**src/rtl/glm_scalar_line_packer.sv**
```systemverilog
// glm_scalar_line_packer
//   Packs 32-bit scalar results from the GLM dot-product unit into 512-bit
//   lines of 16 lanes each. Lines are queued in a small first-word-fall-through
//   FIFO and handed downstream with a lane mask and a last-line marker. The
//   trailing partial line is flushed once the configured scalar count is met.
//
// Ports
//   clk, reset        clock, synchronous active-high reset
//   op_start          pulse: latch cfg_num_scalars and begin an operation
//   cfg_num_scalars   number of scalars in the operation
//   op_done           one-cycle pulse when the operation is complete
//   in_we, in_wdata   input scalar strobe and data
//   in_almostfull     registered backpressure (FIFO at or above depth-1)
//   out_valid/ready   output line handshake
//   out_data          packed line, lane k = bits [32k+31:32k]
//   out_mask          bit k set when lane k holds a valid scalar
//   out_last          head line is the final line of the operation
//   overflow          sticky: a line was dropped because the FIFO was full
//
// Build option
//   PACKER_ZERO_PAD_EN: unmasked lanes read as zero (line register cleared on
//   every push). Without it unmasked lanes carry stale data.

module glm_scalar_line_packer #(
    parameter int SCALAR_WIDTH          = 32,
    parameter int LOG2_SCALARS_PER_LINE = 4,
    parameter int LOG2_OUT_DEPTH        = 2
) (
    input  logic                                                 clk,
    input  logic                                                 reset,
    input  logic                                                 op_start,
    input  logic [31:0]                                          cfg_num_scalars,
    output logic                                                 op_done,
    input  logic                                                 in_we,
    input  logic [SCALAR_WIDTH-1:0]                              in_wdata,
    output logic                                                 in_almostfull,
    output logic                                                 out_valid,
    input  logic                                                 out_ready,
    output logic [SCALAR_WIDTH*(2**LOG2_SCALARS_PER_LINE)-1:0]   out_data,
    output logic [(2**LOG2_SCALARS_PER_LINE)-1:0]                out_mask,
    output logic                                                 out_last,
    output logic                                                 overflow
);
    // state | meaning
    // IDLE  | waiting for op_start; in_we ignored
    // PACK  | accepting scalars into the line register
    // DRAIN | last line pushed/dropped; waiting for it to leave the FIFO

    localparam int LANES  = 2**LOG2_SCALARS_PER_LINE;
    localparam int LINE_W = SCALAR_WIDTH*LANES;
    localparam int DEPTH  = 2**LOG2_OUT_DEPTH;
    localparam int CNT_W  = LOG2_OUT_DEPTH+1;

    typedef enum logic [1:0] {IDLE, PACK, DRAIN} state_t;

    state_t                       state;
    logic [31:0]                  n_total;
    logic [31:0]                  cnt;
    logic [31:0]                  cnt_inc;
    logic [LINE_W-1:0]            line_data;
    logic [LINE_W-1:0]            line_next;
    logic [LANES-1:0]             line_mask;
    logic [LANES-1:0]             mask_next;
    logic [LOG2_SCALARS_PER_LINE-1:0] lane;
    logic                         take;
    logic                         is_last;
    logic                         push_req;
    logic                         push_ok;
    logic                         pop;
    logic                         fifo_full;
    logic                         last_dropped;

    logic [LINE_W-1:0]            mem_data [DEPTH];
    logic [LANES-1:0]             mem_mask [DEPTH];
    logic                         mem_last [DEPTH];
    logic [LOG2_OUT_DEPTH-1:0]    wr_ptr;
    logic [LOG2_OUT_DEPTH-1:0]    rd_ptr;
    logic [CNT_W-1:0]             count;
    logic [CNT_W-1:0]             count_next;

    always_comb begin
        lane      = cnt[LOG2_SCALARS_PER_LINE-1:0];
        cnt_inc   = cnt + 32'd1;
        is_last   = (cnt_inc == n_total);
        line_next = line_data;
        line_next[int'(lane)*SCALAR_WIDTH +: SCALAR_WIDTH] = in_wdata;
        mask_next = line_mask | (LANES'(1) << lane);
        take      = (state == PACK) && in_we;
        push_req  = take && ((lane == '1) || is_last);
        fifo_full = (count == CNT_W'(DEPTH));
        pop       = out_valid && out_ready;
        // a pop in the same edge frees the slot, so a full FIFO still accepts
        push_ok   = push_req && (!fifo_full || pop);
        case ({push_ok, pop})
            2'b10:   count_next = count + CNT_W'(1);
            2'b01:   count_next = count - CNT_W'(1);
            default: count_next = count;
        endcase
    end

    assign out_valid = (count != '0);
    assign out_data  = mem_data[rd_ptr];
    assign out_mask  = mem_mask[rd_ptr];
    assign out_last  = mem_last[rd_ptr];

    always_ff @(posedge clk) begin
        if (reset) begin
            state        <= IDLE;
            n_total      <= '0;
            cnt          <= '0;
            line_mask    <= '0;
            op_done      <= 1'b0;
            overflow     <= 1'b0;
            last_dropped <= 1'b0;
        end else begin
            op_done <= 1'b0;
            case (state)
                IDLE: begin
                    if (op_start) begin
                        n_total      <= cfg_num_scalars;
                        cnt          <= '0;
                        line_mask    <= '0;
                        overflow     <= 1'b0;
                        last_dropped <= 1'b0;
                        if (cfg_num_scalars == 32'd0) op_done <= 1'b1;
                        else                          state   <= PACK;
                    end
                end
                PACK: begin
                    if (take) begin
                        cnt <= cnt_inc;
                        if (push_req) begin
                            line_mask <= '0;
                            if (!push_ok) overflow <= 1'b1;
                            if (is_last) begin
                                state        <= DRAIN;
                                last_dropped <= !push_ok;
                            end
                        end else begin
                            line_mask <= mask_next;
                        end
                    end
                end
                DRAIN: begin
                    // a dropped last line can never be accepted, so finish once empty
                    if ((pop && out_last) || (last_dropped && count == '0)) begin
                        op_done <= 1'b1;
                        state   <= IDLE;
                    end
                end
                default: state <= IDLE;
            endcase
        end
    end

`ifdef PACKER_ZERO_PAD_EN
    always_ff @(posedge clk) begin
        if (reset) begin
            line_data <= '0;
        end else if ((state == IDLE && op_start) || push_req) begin
            line_data <= '0;
        end else if (take) begin
            line_data <= line_next;
        end
    end
`else
    always_ff @(posedge clk) begin
        if (take) line_data <= line_next;
    end
`endif

    always_ff @(posedge clk) begin
        if (reset) begin
            wr_ptr        <= '0;
            rd_ptr        <= '0;
            count         <= '0;
            in_almostfull <= 1'b0;
        end else begin
            if (push_ok) wr_ptr <= wr_ptr + 1'b1;
            if (pop)     rd_ptr <= rd_ptr + 1'b1;
            count         <= count_next;
            in_almostfull <= (count_next >= CNT_W'(DEPTH-1));
        end
    end

    always_ff @(posedge clk) begin
        if (push_ok) begin
            mem_data[wr_ptr] <= line_next;
            mem_mask[wr_ptr] <= mask_next;
            mem_last[wr_ptr] <= is_last;
        end
    end

endmodule
```
**config.mk**
```make
export PLATFORM = sky130hd
export DESIGN_NAME = glm_scalar_line_packer
export DESIGN_NICKNAME = d
export VERILOG_FILES = /design/src/rtl/glm_scalar_line_packer.sv
export SDC_FILE = /design/constraint.sdc
export NUM_CORES = 2
export LEC_CHECK = 0
export ABC_AREA = 1
export CAP_MARGIN = 20
export CORE_MARGIN = 8
export CORE_UTILIZATION = 45
export CTS_BUF_LIST = sky130_fd_sc_hd__clkbuf_8
export DETAILED_ROUTE_END_ITERATION = 12
export PLACE_DENSITY = 0.64
export SETUP_SLACK_MARGIN = 0.3
export SLEW_MARGIN = 20
export SYNTH_ARGS = -nofsm -noshare
export SYNTH_HDL_FRONTEND = slang
export SYNTH_SLANG_ARGS = --single-unit
```
**constraint.sdc**
```tcl
create_clock -name clk -period 36.8 [get_ports clk]
set_input_delay 3.68 -clock clk [delete_from_list [all_inputs] [get_ports clk]]
set_output_delay 3.68 -clock clk [all_outputs]
set_load 0.05 [all_outputs]
```
* After elaboration in Yosys (flattened, before gate mapping)
Memories as Yosys holds them, arrays and structs flattened. A register that Yosys moved wholly into a read port is not among the register bits.
Cells that the tools add are included.
Widths: inputs -> output; s select.
** Storage, ports and cells
- Flip-flop bits (word level) :: 605
- Bits in writable memories :: 2116
- Bits of input ports :: 69
- Output and inout bits :: 533
- Memories :: 3
** Memories
- mem_data :: words 4, bits a word 512, read ports 1, clocked after Yosys merged registers in 1, wr ports 1, RTL line 73 : logic [LINE_W-1:0] mem_data [DEPTH];
- mem_mask :: words 4, bits a word 16, read ports 1, clocked after Yosys merged registers in 1, wr ports 1, RTL line 74 : logic [LANES-1:0] mem_mask [DEPTH];
- mem_last :: words 4, bits a word 1, read ports 1, clocked after Yosys merged registers in 1, wr ports 1, RTL line 75 : logic mem_last [DEPTH];
** Operators by class
- $add $sub $neg :: 6
- Magnitude comparators :: 1
- Eq/ne operators :: 14
- Shifts and indexed selects :: 3
- Multiplexer cells :: 37
- Bitwise logic cells :: 1
- Reductions and logical operators :: 21
** Operator list (count)
- $bwmux 512 :: 1
- $shift 32x33->512 const A :: 1
- $shiftx 32x33->512 :: 1
- $mux 32 :: 2
- $pmux 32 s2 :: 1
- $mux 16 :: 3
- $neg 9->33 :: 1
- $add 32x1->32 const B :: 1
- $eq 32x32->1 :: 1
- $logic_not 32->1 :: 1
- $pmux 16 s2 :: 1
- $mux 2 :: 12
- $or 16x16->16 :: 1
- $shl 1x4->16 const A :: 1
- $ne 2x2->1 const B :: 7
- $mux 1 :: 12
- $reduce_and 5->1 :: 2
- $logic_and 1x1->1 :: 6
- $pmux 1 s2 :: 3
- $pmux 2 s3 :: 1
- $pmux 3 s2 :: 1
- $reduce_and 6->1 :: 1
- $add 2x1->2 const B :: 2
- $eq 2x1->1 const B :: 2
- other kinds (14) :: 18

* Depth between registers and ports, before layout
- Depth after elaboration :: 10
- Mapped depth :: 24

* Least setup slack after synthesis
No wires, ideal clock.
- Kind :: input to register
- From :: input port in_we
- To :: memory mem_data[0][0] (netlist bit) (enable)
- Setup time :: 1.437 ns
- Arrival :: 26.087 ns
- Path slack :: 9.276 ns
- Cell stages on the path :: 4
- Cell sequence :: inv_1 nor2_2 nand3_4 nor2_1
** On the way
- Word-level cells in the longest chain between the ends :: 5
** RTL lines
- start, declared :: RTL line 34 : input logic in_we,
- $logic_and 1x1->1 :: RTL line 88 : take = (state == PACK) && in_we;
- $logic_and 1x1->1 :: RTL line 89 : push_req = take && ((lane == '1) || is_last);
- $logic_and 1x1->1 :: RTL line 93 : push_ok = push_req && (!fifo_full || pop);
- $mux 1 :: RTL line 187 : if (push_ok) begin
- $mux 1 (implied by the code) :: RTL line 188 : mem_data[wr_ptr] <= line_next;
- end, declared :: RTL line 73
Every way passes these cells.

==> impl_table.tex <==
\begin{tabular}{lr}
\hline
Metric & Value \\
\hline
\multicolumn{2}{l}{\textbf{STA}} \\
Minimum clock period & 10.63 ns \\
Worst setup slack after layout & 26.17 ns \\
Final setup skew & 0.1084 ns \\
Share of the clock period used by the worst path & 0.2887 \\
Setup violations, final & 0 \\
Final Hold Vio Count & 0 \\
Slew of the pin with the lowest slew margin & 1.203 ns \\
Final Max Tran Viols & 0 \\
Worst max-slew margin expressed relative to the limit & 0.1983 \\
Setup TNS & 0 ns \\
WHS & 0.4616 ns \\
Highest achievable clock rate & 0.09411 GHz \\
RSZ-0062 raised after global routing & no \\
\multicolumn{2}{l}{\textbf{Cells and area}} \\
FF/Latch Area & 80830 µm² \\
Leading cell type in the layout, fill and taps excluded & sky130\_fd\_sc\_hd\_\_edfxtp\_1 \\
Highest-count cells in the layout ignoring fill and taps & 2628 x sky130\_fd\_sc\_hd\_\_edfxtp\_1, 1259 x sky130\_fd\_sc\_hd\_\_o21ai\_0, 1255 x sky130\_fd\_sc\_hd\_\_nor2\_1, 601 x sky130\_fd\_sc\_hd\_\_clkdlybuf4s50\_1, 557 x sky130\_fd\_sc\_hd\_\_nand2\_1 \\
Number of non-filler instances in the completed layout & 11.67k \\
Footprint of the multi-input gates & 21960 µm² \\
Fin area & 122200 µm² \\
Final-layout fill cell count & 18.93k \\
Ratio of cells with drive above 1 in the final layout & 0.1138 \\
Final standard cell utilization of the core & 0.5258 \\
Layout Nets & 8363 \\
Area growth syn-to-layout & 16.30\% \\
\multicolumn{2}{l}{\textbf{Drt}} \\
Number of nets with antenna violations after detailed routing & 0 \\
Vias/cell & 5.699 \\
Number of detailed-route iterations in the first pass & 6 \\
Post-DR wirelength/cell & 25.98 µm \\
Via count & 66.51k \\
Detailed-route DRC error count & 0 \\
Final wirelength & 303200 µm \\
Initial DRC count & 6588 \\
\multicolumn{2}{l}{\textbf{Place}} \\
DP Worst Slack & 27.10 ns \\
Cell area after placement & 114000 µm² \\
Number of cells after detailed placement & 10.87k \\
Routability cong. & 0.8533 \\
Number of port buffers & 601 \\
Half-perimeter wire length of the detailed placement result & 182000 µm \\
\multicolumn{2}{l}{\textbf{Logic synthesis}} \\
Combinational family with the most area after synthesis & compound AO/OA/AOI/OAI gates \\
Post-synth EDFFs & 2628 \\
Flip-flop and latch count after synthesis & 2723 \\
Synth Area in Simple Gates & 0.07531 \\
Compound-Gate Fraction of Synth Area & 0.09876 \\
Count of mapped cells out of synthesis & 7604 \\
Area of the mapped netlist & 105000 µm² \\
Share of the synthesized netlist area taken by xor and xnor gates & 0.0008577 \\
Synthesized area per cell & 13.81 µm² \\
Arithmetic-cell share of the synthesized area counting full adders, half adders and majority gates & 0.001739 \\
Leading register cell type out of synthesis & sky130\_fd\_sc\_hd\_\_edfxtp\_1 \\
Synthesized net count & 7687 \\
Fraction of synthesis flops using an asynchronous set or reset pin & 0 \\
Seq/Total Area, Yosys & 0.7694 \\
Portion of netlist area occupied by mux cells & 0.03098 \\
Yosys warning total & 0 \\
Distinct cell type count after synthesis & 40 \\
\multicolumn{2}{l}{\textbf{Setup path}} \\
Critical Setup Path Class & reg -> out \\
Critical Path Slowest Stage Cell & sky130\_fd\_sc\_hd\_\_buf\_4 \\
Critical path, cell by cell & inv\_8 > buf\_4 > buf\_6 > buf\_4 > buf\_4 > o21ai\_0 > o22ai\_1 > clkdlybuf4s50\_1 \\
Cell mode on critical path & sky130\_fd\_sc\_hd\_\_buf\_4 \\
Required time reported for the critical path endpoint & 33.12 ns \\
Largest stage delay, worst path & 0.90 ns \\
Type of origin of the critical path & register \\
Type of destination of the critical path & output port \\
Critical Path Fanout Max & 136 \\
Worst path bufs/invs & 6 \\
Arrival time reported for the critical path endpoint & 6.95 ns \\
Dominant delay contributor by cell family on the critical path & buffers and inverters \\
\multicolumn{2}{l}{\textbf{Clocking}} \\
Hold buffer count at CTS & 0 \\
Clock latency reported for the late side of the worst-skew pair & 1.13 ns \\
CTS buffer count & 447 \\
Count of H-tree levels built during CTS & 5 \\
Resize count post-CTS & 0 \\
Buffer cell driving the clock tree root & sky130\_fd\_sc\_hd\_\_clkbuf\_8 \\
Longest Clk Path Bufs & 4 \\
CTS tree & built \\
Clk pin slew, worst setup/hold paths & 0.06 ns \\
Post-CTS Setup Inserts & 0 \\
Number of clock sinks & 2723 \\
\multicolumn{2}{l}{\textbf{Floorplan}} \\
I/O pin cnt & 602 \\
Cell Rows & 177 \\
Initial core utilization & 0.4521 \\
Die footprint & 249100 µm² \\
Die width & 499.1 µm \\
Overall die height & 499.1 µm \\
Placeable core area & 232300 µm² \\
\multicolumn{2}{l}{\textbf{Power}} \\
Post-layout power & 7.487 mW \\
Internal power contribution & 5.084 mW \\
Fraction of power consumed by the clock network & 0.320 \\
Power density cells & 61.29 nW/µm² \\
Sequential cell fraction of total power & 0.464 \\
Comb pwr share & 0.216 \\
Sw Share & 0.3209 \\
Maximum resistive drop on vdd & 0.00005630 V \\
Leakage & 40.68 nW \\
Total net switching power & 2.403 mW \\
\multicolumn{2}{l}{\textbf{Global route}} \\
Gr ovfl total & 0 \\
Overall track demand over capacity in global routing & 0.2339 \\
Maximum number of pins on one net before global-route repair & 260 \\
Antenna violations before repair & 26 \\
Vias in the first global route & 62.92k \\
Global-route wire length before repair & 438200 µm \\
\multicolumn{2}{l}{\textbf{Run}} \\
Maximum capacitance violations & 0 \\
\multicolumn{2}{l}{\textbf{Outcome}} \\
Outcome & complete, no violations \\
\multicolumn{2}{l}{\textbf{Hold path}} \\
Hold Crit Class & reg -> reg \\
\hline
\end{tabular}
## logic make-up (layout without fill, tap and decap cells)
kind of cell | after synthesis | in the layout
other | 0 | 22
buffers and inverters | 629 | 1631
muxes | 289 | 289
and+or+nand+nor | 2011 | 2011
DFF | 2723 | 2723
xor gates and xnor gates | 7 | 7
adders and majority gates | 14 | 14
AOI/OAI and AO/OA | 1931 | 1931
## worst min-delay path: stages (launching register included)
cell and delay, ns:
sky130_fd_sc_hd__dfxtp_1 0.29, sky130_fd_sc_hd__inv_1 0.06, sky130_fd_sc_hd__a21oi_1 0.06
## worst paths after layout
| kind | startpoint | cells after the start | slack (ns) | endpoint |
|---|---|---|---|---|
| worst min-delay path | rd_ptr[1] | 2 | 0.46 | rd_ptr[1] |
| worst max-delay path | register | 8 | 26.17 | out_data[324] |
| worst min register to register | rd_ptr[1] | 2 | 0.46 | rd_ptr[1] |
| worst max register to register | cnt[0] | 21 | 29.37 | mem_data[1][331] |
## cells in the mapped netlist, types with 2 or more instances
cell type                     n  area, µm²
sky130_fd_sc_hd__inv_1      150      563.0
sky130_fd_sc_hd__o22ai_1    529       3309
sky130_fd_sc_hd__o21bai_1    18      135.1
sky130_fd_sc_hd__dfxtp_1     95       1902
sky130_fd_sc_hd__nand4_1     10      62.56
sky130_fd_sc_hd__buf_2       30      150.1
sky130_fd_sc_hd__edfxtp_1  2628      78920
sky130_fd_sc_hd__nor2_1    1271       4771
sky130_fd_sc_hd__nand3b_1    10      75.07
sky130_fd_sc_hd__and2_1       2      12.51
sky130_fd_sc_hd__a21oi_1    122      610.6
sky130_fd_sc_hd__inv_2        4      15.01
sky130_fd_sc_hd__mux2_2     289       3254
sky130_fd_sc_hd__nor3_1       5      25.02
sky130_fd_sc_hd__nor2_4       7      78.83
sky130_fd_sc_hd__clkinv_1     3      11.26
sky130_fd_sc_hd__nand3_1    127      635.6
sky130_fd_sc_hd__nor4_1       3      18.77
sky130_fd_sc_hd__nand2_2      4      25.02
sky130_fd_sc_hd__clkbuf_1   425       1595
sky130_fd_sc_hd__nor2_2       4      25.02
sky130_fd_sc_hd__ha_1        13      162.7
sky130_fd_sc_hd__xnor2_1      2      17.52
sky130_fd_sc_hd__buf_1       15      56.30
sky130_fd_sc_hd__nand2_1    560       2102
sky130_fd_sc_hd__o21ai_0   1259       6301
sky130_fd_sc_hd__or2_2        2      12.51
sky130_fd_sc_hd__o21ai_1      2      10.01
sky130_fd_sc_hd__xor2_1       3      26.28
sky130_fd_sc_hd__nor3b_1      2      15.01
## layout make-up
| type | instances | area share |
|---|---|---|
| sequential | 2723 | 0.6616 |
| multi-input combinational | 4252 | 0.1798 |
| timing repair buffer | 699 | 0.05694 |
| clock buffer | 460 | 0.05183 |
| tap | 3043 | 0.03117 |
| clock inverter | 315 | 0.01323 |
| inverter | 157 | 0.004988 |
| antenna | 22 | 0.0004507 |
## registers in the layout (all words and copies together) (netlist names), named ones only
| signal | flops |
|---|---|
| in_almostfull | 1 |
| line_data | 512 |
| state | 2 |
| overflow | 1 |
| last_dropped | 1 |
| wr_ptr | 2 |
| rd_ptr | 2 |
| mem_last | 4 |
| cnt | 32 |
| line_mask | 16 |
| count | 3 |
| mem_mask | 64 |
| op_done | 1 |
| n_total | 32 |
| mem_data | 2048 |
## power by group through the flow
stage	sequential, mW	clock (mW)	combinational (mW)
floorplan	3.55	0	0.999
global placement	3.53	0	1.61
detailed placement	3.54	0	1.62
CTS	3.47	2.44	1.63
global route	3.47	2.57	1.70
finish	3.47	2.40	1.62
## routing by layer
metal / GRT usage / part of all wire / vias to the layer above
met5: 0 / 0 / -
met4: 0.1087 / 0.048 / 0
met3: 0.05404 / 0.087 / 526
met2: 0.3457 / 0.44 / 2930
met1: 0.3305 / 0.42 / 33469
li1: - / - / 29588
Power figures use the tool's default switching activity.
